### src/rtl/ps2_pkg.sv
// rtl/ps2_pkg.sv - shared types and dout bit positions for the PS/2 keyboard receiver
package ps2_pkg;

  typedef enum logic [1:0] {IDLE, DATA, PARITY, STOP} ps2_state_t;

  localparam int DOUT_VALID = 15;
  localparam int DOUT_OVF   = 14;
  localparam int DOUT_ERR   = 13;
  localparam int DOUT_BRK   = 8;

  typedef struct packed {
    logic       brk;
    logic [7:0] code;
  } kbd_entry_t;

endpackage

### src/rtl/kbd_fifo.sv
// rtl/kbd_fifo.sv - synchronous scan-code FIFO; a push into a full FIFO succeeds only alongside a pop
module kbd_fifo
  import ps2_pkg::*;
#(
  parameter int FIFO_DEPTH = 8
) (
  input  logic       clk,
  input  logic       reset,
  input  logic       push,
  input  kbd_entry_t din,
  input  logic       pop,
  output logic       full,
  output logic       empty,
  output kbd_entry_t head
);

  localparam int AW = $clog2(FIFO_DEPTH);

  kbd_entry_t     mem [FIFO_DEPTH];
  logic [AW-1:0]  wr_ptr;
  logic [AW-1:0]  rd_ptr;
  logic [AW:0]    count;
  logic           do_pop;
  logic           do_push;

  assign empty   = (count == '0);
  assign full    = (count == (AW+1)'(FIFO_DEPTH));
  assign do_pop  = pop && !empty;
  assign do_push = push && (!full || do_pop);
  assign head    = mem[rd_ptr];

  always_ff @(posedge clk) begin
    if (do_push) mem[wr_ptr] <= din;
  end

  always_ff @(posedge clk) begin
    if (reset) begin
      wr_ptr <= '0;
      rd_ptr <= '0;
      count  <= '0;
    end else begin
      if (do_push) wr_ptr <= wr_ptr + 1'b1;
      if (do_pop)  rd_ptr <= rd_ptr + 1'b1;
      count <= count + (AW+1)'(do_push) - (AW+1)'(do_pop);
    end
  end

endmodule

### src/rtl/ps2_keyboard_rx.sv
// rtl/ps2_keyboard_rx.sv - PS/2 keyboard receiver: sync, ps2c filter, deframer, scan-code FIFO
// Optional PS2_BREAK_MERGE_EN folds an F0 prefix into the brk flag of the following code.
module ps2_keyboard_rx
  import ps2_pkg::*;
#(
  parameter int FIFO_DEPTH     = 8,
  parameter int FILTER_LEN     = 8,
  parameter int TIMEOUT_CYCLES = 50000
) (
  input  logic        clk_50_mhz,
  input  logic        reset,
  input  logic        ps2c,
  input  logic        ps2d,
  input  logic        ack,
  output logic [15:0] dout,
  output logic        IRQ_key
);

  localparam int FW = $clog2(FILTER_LEN) + 1;
  localparam int TW = $clog2(TIMEOUT_CYCLES + 1);

  logic [1:0]  c_sync, d_sync;
  logic        c_filt, fall_evt, d_bit;
  logic [FW-1:0] f_cnt;

  ps2_state_t  state_q, state_d;
  logic [7:0]  shreg;
  logic [2:0]  bit_cnt;
  logic        par_q;
  logic [TW-1:0] tmo_q;
  logic        frame_good, frame_bad, abort;

  logic        push_q, overflow, frame_err, pop, full, empty;
  kbd_entry_t  push_entry, head;

  // Synchronisers and ps2c filter reset to the idle-high level so reset never fakes an edge.
  always_ff @(posedge clk_50_mhz) begin
    if (reset) begin
      c_sync   <= 2'b11;
      d_sync   <= 2'b11;
      c_filt   <= 1'b1;
      f_cnt    <= '0;
      fall_evt <= 1'b0;
      d_bit    <= 1'b1;
    end else begin
      c_sync   <= {c_sync[0], ps2c};
      d_sync   <= {d_sync[0], ps2d};
      fall_evt <= 1'b0;
      if (c_sync[1] == c_filt) begin
        f_cnt <= '0;
      end else if (f_cnt == FW'(FILTER_LEN - 1)) begin
        c_filt   <= c_sync[1];
        f_cnt    <= '0;
        fall_evt <= c_filt;
        d_bit    <= d_sync[1];
      end else begin
        f_cnt <= f_cnt + 1'b1;
      end
    end
  end

  always_comb begin
    state_d    = state_q;
    frame_good = 1'b0;
    frame_bad  = 1'b0;
    abort      = 1'b0;
    if (state_q != IDLE && tmo_q == TW'(TIMEOUT_CYCLES)) begin
      abort   = 1'b1;
      state_d = IDLE;
    end else if (fall_evt) begin
      case (state_q)
        IDLE:    if (!d_bit) state_d = DATA;
        DATA:    if (bit_cnt == 3'd7) state_d = PARITY;
        PARITY:  state_d = STOP;
        STOP: begin
          state_d = IDLE;
          if (d_bit && (^{shreg, par_q})) frame_good = 1'b1;
          else                            frame_bad  = 1'b1;
        end
        default: state_d = IDLE;
      endcase
    end
  end

  always_ff @(posedge clk_50_mhz) begin
    if (reset) begin
      state_q <= IDLE;
      shreg   <= '0;
      bit_cnt <= '0;
      par_q   <= 1'b0;
      tmo_q   <= '0;
    end else begin
      state_q <= state_d;
      if (fall_evt || state_q == IDLE) tmo_q <= '0;
      else                             tmo_q <= tmo_q + 1'b1;
      if (fall_evt) begin
        case (state_q)
          IDLE:   bit_cnt <= '0;
          DATA: begin
            shreg   <= {d_bit, shreg[7:1]};
            bit_cnt <= bit_cnt + 1'b1;
          end
          PARITY: par_q <= d_bit;
          default: ;
        endcase
      end
    end
  end

  assign pop = ack && !empty;

`ifdef PS2_BREAK_MERGE_EN
  logic brk_pend;
`endif

  always_ff @(posedge clk_50_mhz) begin
    if (reset) begin
      push_q     <= 1'b0;
      push_entry <= '0;
      overflow   <= 1'b0;
      frame_err  <= 1'b0;
`ifdef PS2_BREAK_MERGE_EN
      brk_pend   <= 1'b0;
`endif
    end else begin
      push_q <= 1'b0;
`ifdef PS2_BREAK_MERGE_EN
      if (frame_good) begin
        if (shreg == 8'hF0) begin
          brk_pend <= 1'b1;
        end else begin
          push_q     <= 1'b1;
          push_entry <= '{brk: brk_pend, code: shreg};
          brk_pend   <= 1'b0;
        end
      end
      if (frame_bad || abort) brk_pend <= 1'b0;
`else
      if (frame_good) begin
        push_q     <= 1'b1;
        push_entry <= '{brk: 1'b0, code: shreg};
      end
`endif
      // A pop clears the sticky flags; a same-cycle new error still wins.
      if (pop) begin
        overflow  <= 1'b0;
        frame_err <= 1'b0;
      end
      if (frame_bad || abort)        frame_err <= 1'b1;
      if (push_q && full && !pop)    overflow  <= 1'b1;
    end
  end

  kbd_fifo #(.FIFO_DEPTH(FIFO_DEPTH)) u_fifo (
    .clk   (clk_50_mhz),
    .reset (reset),
    .push  (push_q),
    .din   (push_entry),
    .pop   (pop),
    .full  (full),
    .empty (empty),
    .head  (head)
  );

  always_comb begin
    dout           = '0;
    dout[DOUT_OVF] = overflow;
    dout[DOUT_ERR] = frame_err;
    if (!empty) begin
      dout[DOUT_VALID] = 1'b1;
      dout[DOUT_BRK]   = head.brk;
      dout[7:0]        = head.code;
    end
  end

  assign IRQ_key = !empty;

endmodule

### config.mk
export PLATFORM = sky130hd
export DESIGN_NAME = ps2_keyboard_rx
export DESIGN_NICKNAME = d
export VERILOG_FILES = /design/src/rtl/ps2_pkg.sv /design/src/rtl/kbd_fifo.sv /design/src/rtl/ps2_keyboard_rx.sv
export SDC_FILE = /design/constraint.sdc
export NUM_CORES = 1
export LEC_CHECK = 0
export BUFFER_PORTS_ARGS = -buffer_cell sky130_fd_sc_hd__buf_2
export CORE_UTILIZATION = 53
export CTS_BUF_LIST = sky130_fd_sc_hd__clkbuf_4 sky130_fd_sc_hd__clkbuf_8 sky130_fd_sc_hd__clkbuf_16
export DETAILED_ROUTE_END_ITERATION = 8
export PLACE_DENSITY = 0.7
export SLEW_MARGIN = 20
export SYNTH_ARGS = -nofsm -noshare
export SYNTH_HDL_FRONTEND = slang
export SYNTH_SLANG_ARGS = --single-unit
### constraint.sdc
create_clock -name clk_50_mhz -period 2.7 [get_ports clk_50_mhz]
set_input_delay 0.135 -clock clk_50_mhz [delete_from_list [all_inputs] [get_ports clk_50_mhz]]
set_output_delay 0.135 -clock clk_50_mhz [all_outputs]
set_load 0.01 [all_outputs]
==> flow_metrics.tcl, run 1 <==
set metrics [dict create \
    cts-resized-gates 0 \
    fin_skew_ns 0.008896 \
    firstDrtPassIters 4 \
    fin_cells 606 \
    clk_pin_slew_ns 0.06 \
    numCtsBuffers 17 \
    tightest_slew_ns 0.8120 \
    synth_top_family_by_area "simple AND/OR/NAND/NOR gates" \
    fillers 765 \
    die-width_um 102.5 \
    power_frac_seq 0.408 \
    max_cap_violations 0 \
    rsz0062_at_grt "false" \
    initial_core_util 0.5481 \
    ys_warn_count 0 \
    nets 483 \
    detail_route.wl_per_cell_um 14.59 \
    fmax_mhz 437.2 \
    cts_tree "done" \
    whs_path_depth 4 \
    layout-drive-gt1-share 0.1755 \
    crit_fanout 16 \
    fin_util 0.6326 \
    place_area_mm2 0.005583 \
    ant_nets 0 \
    synthAdderAreaFrac 0.04344 \
    r2r_cells 11 \
    yosys.area_share.xor_xnor 0.04811 \
    num_vias 3154 \
    ys_seq_area_frac 0.6016 \
    drt-vias-per-instance 5.205 \
    synth_edf_count 64 \
    syn_inst 428 \
    drc 0 \
    gr-usage-all-layers 0.1854 \
    clock_power_share 0.398 \
    timing.final.crit_share 0.8472 \
    cp-start-kind "register" \
    syn2layout_area_growth_pct 15.41 \
    avgSynthCellArea_um2 12.52 \
    setup_violations 0 \
    cpPeakStageDelay_ns 0.85 \
    crit_type "reg2out" \
    critPathBufInv 1 \
    drt_iter0_markers 116 \
    hold_buffers 5 \
    crit_required_ns 2.57 \
    htree_num_levels 4 \
    grt_pass1_wl_um 14350 \
    synth-compound-area-share 0.03059 \
    grt_max_degree 48 \
    synthTopCellsByArea "edfxtp_1, dfxtp_1, mux4_2" \
    min_period_ns 2.287 \
    antenna_found_initial 0 \
    p_int_w 0.003794 \
    cp.depth 4 \
    yosys.area_share.simple 0.1366 \
    clock-sinks 129 \
    synthTopCellsByCount "dfxtp_1, edfxtp_1, nor2_1, nand2_1, nand2b_1" \
    status "finished clean" \
    overflow 0 \
    n_antenna_cell 0 \
    timing.setup.tns_ns 0 \
    arrival_ns 2.15 \
    worst_ir_drop_vdd_uv 413.3 \
    netSwitchingPower_w 0.001489 \
    root_buffer "clkbuf_8" \
    powerDensity_mw_per_mm2 854.5 \
    slew_violations 0 \
    yosysMostFrequentCell "dfxtp_1" \
    dieArea_mm2 0.01051 \
    clockBufferDepth 2 \
    synthMuxAreaShare 0.1028 \
    async_reset_ff_frac 0 \
    core-area_mm2 0.009774 \
    synth_seq_cells 129 \
    synth_top_area_cell "edfxtp_1" \
    cp_slowest_cell "dfxtp_1" \
    pwr-share-comb 0.193 \
    dp_cells 569 \
    relSlewSlack 0.4579 \
    netlist_area_mm2 0.005358 \
    hold-worst-slack_ns 0.1648 \
    p_leak_nw 2.158 \
    gp_congestion 0.7175 \
    post-cts-setup-buffers 0 \
    hp-class "in2reg" \
    final-seq-area_mm2 0.003223 \
    hold_viol 0 \
    grt_pass1_vias 3009 \
    synthFlopType "dfxtp_1" \
    final_cell_area_mm2 0.006183 \
    synth_top_area_share 0.3587 \
    yosys.cell_types.count 44 \
    io_pins 22 \
    hpwlAfterDp_um 5681 \
    numPortBuffers 16 \
    crit_chain "mux4_2, mux2i_1, nor2_1, buf_2" \
    multi_input_area_mm2 0.001956 \
    rows 36 \
    clock_latency_ns 0.53 \
    cp_top_family "flip-flops" \
    end_kind "output pin" \
    drt_wl_total_um 8842 \
    die_y_um 102.5 \
    switching_share 0.2819 \
]
per-stage QoR:
step	setup slack [ns]	power [W]
floorplan	0.3408	0.002947
global placement	0.6352	0.003198
detailed placement	0.5559	0.003225
CTS	0.3333	0.005338
global route	0.2773	0.005551
finish	0.4126	0.005284
worst register-to-register path, stage by stage (launching register included):
cell and delay (ns):
dfxtp_1 0.32, inv_1 0.07, ha_1 0.21, nor3b_2 0.16
nor2b_1 0.17, ha_1 0.25, inv_1 0.05, ha_1 0.15
inv_1 0.05, fa_1 0.37, xor2_1 0.17, nor2_1 0.06
metal layers:
layer,global-route usage,part of all wire,up-vias
li1,-,-,1544
met1,0.2211,0.45,1536
met2,0.3190,0.50,61
met3,0.04678,0.031,13
met4,0.07912,0.017,0
met5,0,0,-
kinds of logic after synthesis:
family          count (synthesis)
simple gates                  149
flops                         129
buf+inv                        41
mux                            35
compound gates                 28
xor+xnor                       27
fa+ha+maj                      18
other cells                     1
cell type report:
class	count	share of cell area
flip-flops and latches	129	0.5212
multi-input cells	262	0.3163
clock buffers	17	0.06698
repair buffers	34	0.03683
well taps	133	0.02691
clock inverters	15	0.02206
inverters	16	0.009713
power groups by stage:
stage	Clock, W	Sequential [W]	Combinational (W)
6_report	0.00211	0.00216	0.00102
5_1_grt	0.00223	0.00217	0.00116
4_1_cts	0.00214	0.00216	0.00104
3_5_place_dp	0	0.00220	0.00102
3_3_place_gp	0	0.00220	0.00100
2_1_floorplan	0	0.00216	0.000785
cell usage in the layout (no fill, tap or decap), types with 5 or more instances in the layout:
| cell | instances |
|---|---|
| conb_1 | 5 |
| buf_2 | 16 |
| ha_1 | 17 |
| xor2_1 | 12 |
| mux2i_1 | 19 |
| nand2b_1 | 20 |
| xnor2_1 | 13 |
| mux4_2 | 16 |
| clkbuf_16 | 16 |
| nor3_1 | 8 |
| nand3_1 | 9 |
| dfxtp_1 | 65 |
| nand2_1 | 31 |
| inv_1 | 16 |
| a21oi_1 | 14 |
| edfxtp_1 | 64 |
| dlygate4sd3_1 | 5 |
| inv_6 | 7 |
| buf_4 | 13 |
| nor2_1 | 51 |
worst paths after layout:
| kind | startpoint | endpoint | slack (ns) |
|---|---|---|---|
| worst min register to register | d_sync[0] | d_sync[1] | 0.41 |
| worst max register to register | u_fifo.count[2] | u_fifo.count[2] | 0.54 |
| worst max-delay path | register | dout[3] | 0.41 |
| worst min-delay path | ack | overflow | 0.16 |
flip-flops by register name (all words and copies together), names as in the netlist, 2 cells and up, named ones only:
signal	count
push_entry	8
u_fifo.mem	64
c_sync	2
state_q	2
shreg	8
tmo_q	16
u_fifo.rd_ptr	3
u_fifo.count	4
bit_cnt	3
d_sync	2
u_fifo.wr_ptr	3
f_cnt	4
Power figures use the tool's default switching activity.
==> run 2, diff against run 1 <==
- ABC_AREA: not set -> 1
- PLACE_DENSITY: 0.7 -> 0.73
- clock period: 2.7 -> 1.84 ns (I/O delays scaled with it)
==> flow_metrics.tcl, run 2 <==
set metrics [dict create \
    max_cap_violations 0 \
    powerDensity_mw_per_mm2 1221 \
    gp_congestion 0.7948 \
    final_common_cell "nor2_1" \
    synth_seq_cells 129 \
    reg2reg_slack_ns 0.02 \
    hold_viol 0 \
    place_area_mm2 0.005897 \
    clock-sinks 129 \
    p_leak_nw 2.609 \
    r2r_cells 11 \
    hp-start "ps2d" \
    fin_skew_ns 0.009020 \
    synthFlopType "dfxtp_1" \
    final_cell_area_mm2 0.006703 \
    arrival_ns 1.86 \
    initial_core_util 0.5576 \
    num_vias 4137 \
    dieArea_mm2 0.01089 \
    grt_pass1_vias 3970 \
    largest_register_ffs 64 \
    hp-class "in2reg" \
    r2r-start "u_fifo.count[2]" \
    p_int_w 0.005677 \
    crit_required_ns 1.75 \
    syn2layout_area_growth_pct 20.76 \
    numCtsBuffers 17 \
    min_to "d_sync[0]" \
    setup_violations 8 \
    whs_path_depth 3 \
    nets 668 \
    syn_inst 594 \
    yosys.cell_types.count 36 \
    dp_cells 743 \
    die_y_um 104.3 \
    tightest_slew_ns 0.5679 \
    antenna_found_initial 0 \
    cts_tree "done" \
    power.total_w 0.008184 \
    r2r_end "u_fifo.count[1]" \
    final_cell_mix "nor2_1, nand2_1, edfxtp_1, dfxtp_1, inv_1" \
    end_kind "output pin" \
    drt_wl_total_um 10950 \
    root_buffer "clkbuf_8" \
    avgSynthCellArea_um2 9.344 \
    fmax_mhz 512.1 \
    async_reset_ff_frac 0 \
    pre_cts_slack_ns 0.01789 \
    detail_route.wl_per_cell_um 13.84 \
    crit_type "reg2out" \
    rows 36 \
    hold-worst-slack_ns 0.2928 \
    cpPeakStageDelay_ns 0.36 \
    io_pins 22 \
    relSlewSlack 0.6210 \
    pwr-share-comb 0.256 \
    ant_nets 0 \
    gr-usage-all-layers 0.2158 \
    htree_num_levels 4 \
    grt_max_degree 33 \
    ys_seq_area_frac 0.5807 \
    hpwlAfterDp_um 7193 \
    min_period_ns 1.953 \
    core-area_mm2 0.009955 \
    worst_ir_drop_vdd_uv 584.1 \
    crit_fanout 7 \
    drt_iter0_markers 188 \
    overflow 0 \
    n_antenna_cell 0 \
    status "finished with violations" \
    grt_pass1_wl_um 18330 \
    crit_chain "clkinvlp_4, buf_6, nor2_2, o22ai_1, o21ai_1, a31oi_1, buf_2" \
    cp_slowest_cell "dfxtp_4" \
    die-width_um 104.3 \
    synth_top_area_share 0.3463 \
    numPortBuffers 16 \
    clockBufferDepth 2 \
    synthTopCellsByArea "edfxtp_1, dfxtp_1, nor2_1" \
    drc 0 \
    layout-drive-gt1-share 0.2204 \
    timing.final.crit_share 1.061 \
    firstDrtPassIters 4 \
    reg_top3 "u_fifo.mem x64, tmo_q x16" \
    drt-vias-per-instance 5.230 \
    power_frac_seq 0.383 \
    clock_power_share 0.361 \
    netSwitchingPower_w 0.002508 \
    synth_edf_count 64 \
    ys_warn_count 0 \
    final.setup.worst_slack_ns -0.1129 \
    rsz0062_at_grt "true" \
    violations "negative setup slack" \
    clk_pin_slew_ns 0.06 \
    slew_violations 0 \
    switching_share 0.3064 \
    fin_cells 791 \
    cp-start-kind "register" \
    netlist_area_mm2 0.005550 \
    regMostFlops "u_fifo.mem" \
    synthTopCellsByCount "nor2_1, nand2_1, o21ai_0, dfxtp_1, edfxtp_1" \
    clock_latency_ns 0.52 \
    yosysMostFrequentCell "nor2_1" \
    synth_top_area_cell "edfxtp_1" \
]
run 2: changes by cell type after synthesis, sizes merged, moves of 11 or more:
cell / delta
a21oi: +21
nand2: +57
xnor2: -11
mux4: -16
o21ai: +63
nor2: +52
mux2i: -19
inv: +43
nand2b: -20
run 2: area by class of cell:
class	count	area, um2
clock buffer	18	421.7
clock inverter	14	108.9
fill	752	3252
inverter	59	231.5
multi-input combinational	386	2145
sequential	129	3231
tap	133	166.4
timing repair buffer	52	399.1
run 2: worst max path at each step:
stage | from | end | slack, ns | cells after the start
after floorplan | u_fifo.count[1] | u_fifo.mem[4][0] | -0.02 | 8
after global placement | u_fifo.count[2] | u_fifo.count[1] | 0.05 | 10
after detailed placement | u_fifo.count[2] | u_fifo.count[3] | 0.02 | 12
after CTS | register | dout[7] | -0.11 | 7
after global routing | register | dout[2] | -0.22 | 6
final | register | dout[7] | -0.11 | 7
run 2: metrics by stage:
| stage | utilization | setup TNS [ns] |
|---|---|---|
| after floorplan | - | -0.7998 |
| after global placement | 0.5924 | 0 |
| after detailed placement | 0.5924 | 0 |
| after CTS | 0.6585 | -0.6742 |
| after global routing | 0.6733 | -1.691 |
| final | 0.6733 | -0.6597 |
run 2: cell families (layout without fill, tap and decap cells):
logic type / count (synthesis) / after routing / synth area share
compound gates: 121 / 121 / 0.1147
xor+xnor: 6 / 6 / 0.009470
fa+ha+maj: 18 / 18 / 0.04193
buf+inv: 83 / 143 / 0.06222
flops: 129 / 129 / 0.5807
other cells: 1 / 5 / 0.0006756
simple gates: 236 / 236 / 0.1903
run 2: power by group through the flow:
| stage | Clock [W] | Sequential, W | Combinational [W] |
|---|---|---|---|
| floorplan | 0 | 0.00318 | 0.00116 |
| global placement | 0 | 0.00317 | 0.00169 |
| detailed placement | 0 | 0.00318 | 0.00173 |
| CTS | 0.00299 | 0.00313 | 0.00192 |
| global route | 0.00313 | 0.00314 | 0.00232 |
| finish | 0.00295 | 0.00314 | 0.00209 |
run 2: timing repair:
item	in CTS	in global routing
resized for setup	47	27
setup endpoints to repair	9	53
hold buffers	4	0
setup buffers	4	8
pin swaps	3	4
endpoints found under the hold margin	14	0
run 2: worst max-delay path, delay by kind of cell (launching register included):
family	cells	cell delay [ns]
compound gates	3	0.49
buf+inv	3	0.46
flops	1	0.36
simple gates	1	0.04
run 2: per-layer routing:
metal	part of all wire	wire [um]	track usage
met2	0.51	5588	0.3751
met5	0	0	0
met1	0.43	4753	0.2541
met4	0.020	214	0.08571
met3	0.036	393	0.05451
